$ cat config.mk
export PLATFORM = sky130hd
export DESIGN_NAME = fetch_sequencer
export DESIGN_NICKNAME = d
export VERILOG_FILES = /design/src/rtl/fetch_sequencer.sv
export SDC_FILE = /design/constraint.sdc
export NUM_CORES = 1
export LEC_CHECK = 0
export ABC_AREA = 1
export BUFFER_PORTS_ARGS = -buffer_cell sky130_fd_sc_hd__buf_2
export CORE_ASPECT_RATIO = 0.8
export CORE_MARGIN = 2
export CORE_UTILIZATION = 51
export CTS_CLUSTER_SIZE = 8
export DETAILED_ROUTE_END_ITERATION = 10
export GPL_TIMING_DRIVEN = 0
export PLACE_DENSITY = 0.89
export REMOVE_ABC_BUFFERS = 1
export SYNTH_ARGS = -nofsm -noshare
export SYNTH_HDL_FRONTEND = slang
export SYNTH_SLANG_ARGS = --single-unit
export TNS_END_PERCENT = 30
$ cat constraint.sdc
create_clock -name clk -period 1.4 [get_ports clk]
set_input_delay 0.07 -clock clk [delete_from_list [all_inputs] [get_ports clk]]
set_output_delay 0.07 -clock clk [all_outputs]
set_load 0.1 [all_outputs]
$ cat src/rtl/fetch_sequencer.sv
`default_nettype none
// ============================================================================
// Module   : fetch_sequencer
// Purpose  : Instruction fetch controller. Addresses a combinational
//            instruction memory, captures the returned word into an
//            instruction register and hands it to decode over valid/ready.
//            Handles start, decode back-pressure, branch redirects and a
//            HALT opcode, and counts instructions accepted by decode.
// Revision : 1.0 - initial release
// ============================================================================
module fetch_sequencer #(
    parameter int                   WORD_SIZE  = 8,
    parameter int                   INDEX_SIZE = 4,
    parameter logic [WORD_SIZE-1:0] HALT_OP    = 8'hFF,
    parameter int                   CNT_WIDTH  = 8
) (
    input  logic                  clk,
    input  logic                  rst,
    input  logic                  start,
    input  logic [WORD_SIZE-1:0]  ins_val,
    output logic [INDEX_SIZE-1:0] prog_count,
    output logic [WORD_SIZE-1:0]  ir_out,
    output logic                  ir_valid,
    input  logic                  ir_ready,
    input  logic                  branch_en,
    input  logic [INDEX_SIZE-1:0] branch_target,
    output logic                  halted,
    output logic [CNT_WIDTH-1:0]  fetch_count
);

    localparam logic [1:0] c_ST_IDLE   = 2'd0;
    localparam logic [1:0] c_ST_FETCH  = 2'd1;
    localparam logic [1:0] c_ST_STALL  = 2'd2;
    localparam logic [1:0] c_ST_HALTED = 2'd3;

    logic [1:0]            r_state;
    logic [INDEX_SIZE-1:0] r_pc;
    logic [WORD_SIZE-1:0]  r_ir;
    logic                  r_ir_valid;
    logic                  r_halted;
    logic [CNT_WIDTH-1:0]  r_fetch_count;

    logic                  w_accept;
    logic                  w_slot_free;

    // Handshake qualifiers: a word is delivered this cycle, or the register
    // can take a new word at the next edge.
    always_comb begin
        w_accept    = r_ir_valid & ir_ready;
        w_slot_free = ~r_ir_valid | ir_ready;
    end

    // Saturating count of instructions delivered to decode, in every state.
    always_ff @(posedge clk or posedge rst) begin
        if (rst) begin
            r_fetch_count <= '0;
        end else if (w_accept && !(&r_fetch_count)) begin
            r_fetch_count <= r_fetch_count + 1'b1;
        end
    end

    // Fetch state machine: pc, instruction register, valid flag and halt.
    always_ff @(posedge clk or posedge rst) begin
        if (rst) begin
            r_state    <= c_ST_IDLE;
            r_pc       <= '0;
            r_ir       <= '0;
            r_ir_valid <= 1'b0;
            r_halted   <= 1'b0;
        end else begin
            case (r_state)
                c_ST_IDLE: begin
                    // Branches are meaningless before fetch starts.
                    if (start) begin
                        r_state <= c_ST_FETCH;
                    end
                end
                c_ST_FETCH: begin
                    if (branch_en) begin
                        r_pc       <= branch_target;
                        r_ir_valid <= 1'b0;
                    end else if (w_slot_free) begin
                        r_ir       <= ins_val;
                        r_ir_valid <= 1'b1;
                        if (ins_val == HALT_OP) begin
                            r_halted <= 1'b1;
                            r_state  <= c_ST_HALTED;
                        end else begin
                            r_pc <= r_pc + 1'b1;
                        end
                    end else begin
                        r_state <= c_ST_STALL;
                    end
                end
                c_ST_STALL: begin
                    // The held word leaves on accept; the register is empty
                    // for one cycle and fetch resumes on the following edge.
                    if (branch_en) begin
                        r_pc       <= branch_target;
                        r_ir_valid <= 1'b0;
                        r_state    <= c_ST_FETCH;
                    end else if (w_accept) begin
                        r_ir_valid <= 1'b0;
                        r_state    <= c_ST_FETCH;
                    end
                end
                c_ST_HALTED: begin
                    // The HALT word drains to decode; only reset leaves here.
                    if (w_accept) begin
                        r_ir_valid <= 1'b0;
                    end
                end
                default: begin
                    r_state <= c_ST_IDLE;
                end
            endcase
        end
    end

    assign prog_count  = r_pc;
    assign ir_out      = r_ir;
    assign ir_valid    = r_ir_valid;
    assign halted      = r_halted;
    assign fetch_count = r_fetch_count;

endmodule
`default_nettype wire
==> metrics.yaml <==
grt_pass1_wl_microns: 4810
hold_viol: 0
portBuffers: 38
grt_pass1_vias: 1109
htree_levels: 1
cpMaxStageDelayCell: "dfrtp_1"
first_pass_iters: 4
min_path_type: "in -> reg"
synth_cell_types: 27
layout_min_cycle_time_ps: 1340
synth_top_family_by_area: "simple AND/OR/NAND/NOR gates"
grt_max_degree: 25
die_area_sq_um: 3160
fmax_mhz: 747
synth-xor-area-share_pct: 4.32
postSynthAreaPerCell_sq_um: 7.86
synth_top_cells_by_area: "dfrtp_1, nand2_1, inv_1"
finalSetupViolations: 0
synth-simple-area-share_pct: 32.7
ys_seq_area_share_pct: 43.2
critPathMaxFanout: 6
synthCells: 177
rsz0062_at_grt: "false"
tightest_slew_ps: 884
coreArea_sq_um: 2520
diodes: 0
row_count: 16
num_vias: 1259
initial_core_util_pct: 55.2
cts_tree: "built"
final_cell_mix: "nand2_1, buf_2, dfrtp_1"
post_cts_buffers: 0
drtIter0Drc: 26
ant_nets: 0
die_w_microns: 62.4
worstSkewPairLatency_ps: 320
max_cap_violations: 0
cp_top_family: "flip-flops"
synth-seq-cells: 24
clockBufferDepth: 2
layout_commonest_cell: "nand2_1"
start_kind: "flop"
synth_largest_area_cell: "dfrtp_1"
synth_compound_gate_area_share_pct: 10.2
hold_ws_ps: 58.2
grt_antenna_before_repair: 0
clkSinkCount: 24
hpwl_microns: 2080
synth_warnings: 0
slew_headroom_pct: 41.0
crit_required_ps: 1330
ios: 39
finalMaxSlewViolations: 0
worst-path-buf-inv: 1
drc: 0
yosysTopAreaCellShare_pct: 43.2
wl_microns: 2890
clockRootBuffer: "clkbuf_4"
drt-vias-per-instance: 4.79
wire_per_inst_microns: 11.0
synth_fa_ha_area_share_pct: 1.80
end_kind: "primary output"
synthesis.area_sq_um: 1390
numCtsBuffers: 3
crit_type: "reg -> out"
routabilityCongestion: 0.836
grt-ovfl-total: 0
nNetsFinal: 247
crit_path_max_incr_delay_ps: 480
fin_skew_ps: 2.94
clk_pin_slew_ps: 130
track_usage_pct: 19.2
status: "finished, final reports clean"
reg2reg_slack_ps: 90
drive_above_1_share_pct: 32.2
synth_mux_area_share_pct: 0
die_y_microns: 50.7
crit_arrival_ps: 1270
cp_cell_sequence: "buf_2"
fin_crit_sh_pct: 95.7
area_delta_synth_final_pct: 27.1
==> per-stage QoR <==
step	utilization (%)	instances	instance area, sq um	setup slack [ps]	TNS (ps)
after floorplan	-	176	1380	-559	-8110
after global placement	64.0	250	1620	70.9	0
after detailed placement	64.0	250	1620	60.3	0
after CTS	69.7	263	1760	36.6	0
after global routing	70.1	263	1770	1.46	0
final	70.1	263	1770	60.9	0
==> cell type report <==
| type | instances | area [sq um] |
|---|---|---|
| clock buffer | 3 | 22.5 |
| clock inverter | 1 | 30.0 |
| fill | 224 | 754 |
| inverter | 26 | 97.6 |
| multi-input combinational | 126 | 692 |
| sequential | 24 | 601 |
| tap | 36 | 45.0 |
| timing repair buffer | 47 | 280 |
==> state kept, by name (all words and copies together) (netlist names) <==
signal       cells
ir_valid         1
ir_out           8
fetch_count      8
halted           1
r_state          2
prog_count       4
==> synthesized netlist by cell type (all sizes together) <==
cell	number
nand3b	1
o22ai	1
nor3	2
o21ai	16
o21bai	1
nand2	71
nand3	10
nand4	3
xnor2	3
inv	26
buf	1
a21oi	2
xor2	3
nor2	11
ha	2
dfrtp	24
==> final timing paths <==
kind / startpoint / endpoint / cells past startpoint
max: fetch_count[2] / fetch_count[2] / 1
min: branch_target[3] / prog_count[3] / 5
max reg2reg: fetch_count[1] / fetch_count[2] / 7
min reg2reg: ir_out[3] / ir_out[3] / 2
max in group asynchronous: rst / ir_out[6] / 3
min in group asynchronous: rst / ir_out[7] / 3
==> cells by family (layout without fill, tap and decap cells) <==
family,Yosys count,count (layout)
compound gates,20,20
fa+ha+maj,2,2
simple gates,98,98
xor+xnor,6,6
flops,24,24
buf+inv,27,77
==> routing by layer <==
layer  up-vias  global-route usage [%]  share of wire [%]
li1        650                       -                  -
met1       575                    26.2                 48
met4         0                    2.22               0.38
met3         2                    5.16                4.7
met2        32                    32.1                 47
met5         -                       0                  0
==> what timing repair did <==
action	in CTS	in global routing
gates resized for setup	0	2
endpoints found under the setup margin	0	5
hold buffers	9	0
hold endpoints to repair	32	0
Power is left out: the tool's default activity adds up to more than one toggle a clock period on the data nets, which glitch-free logic cannot reach.
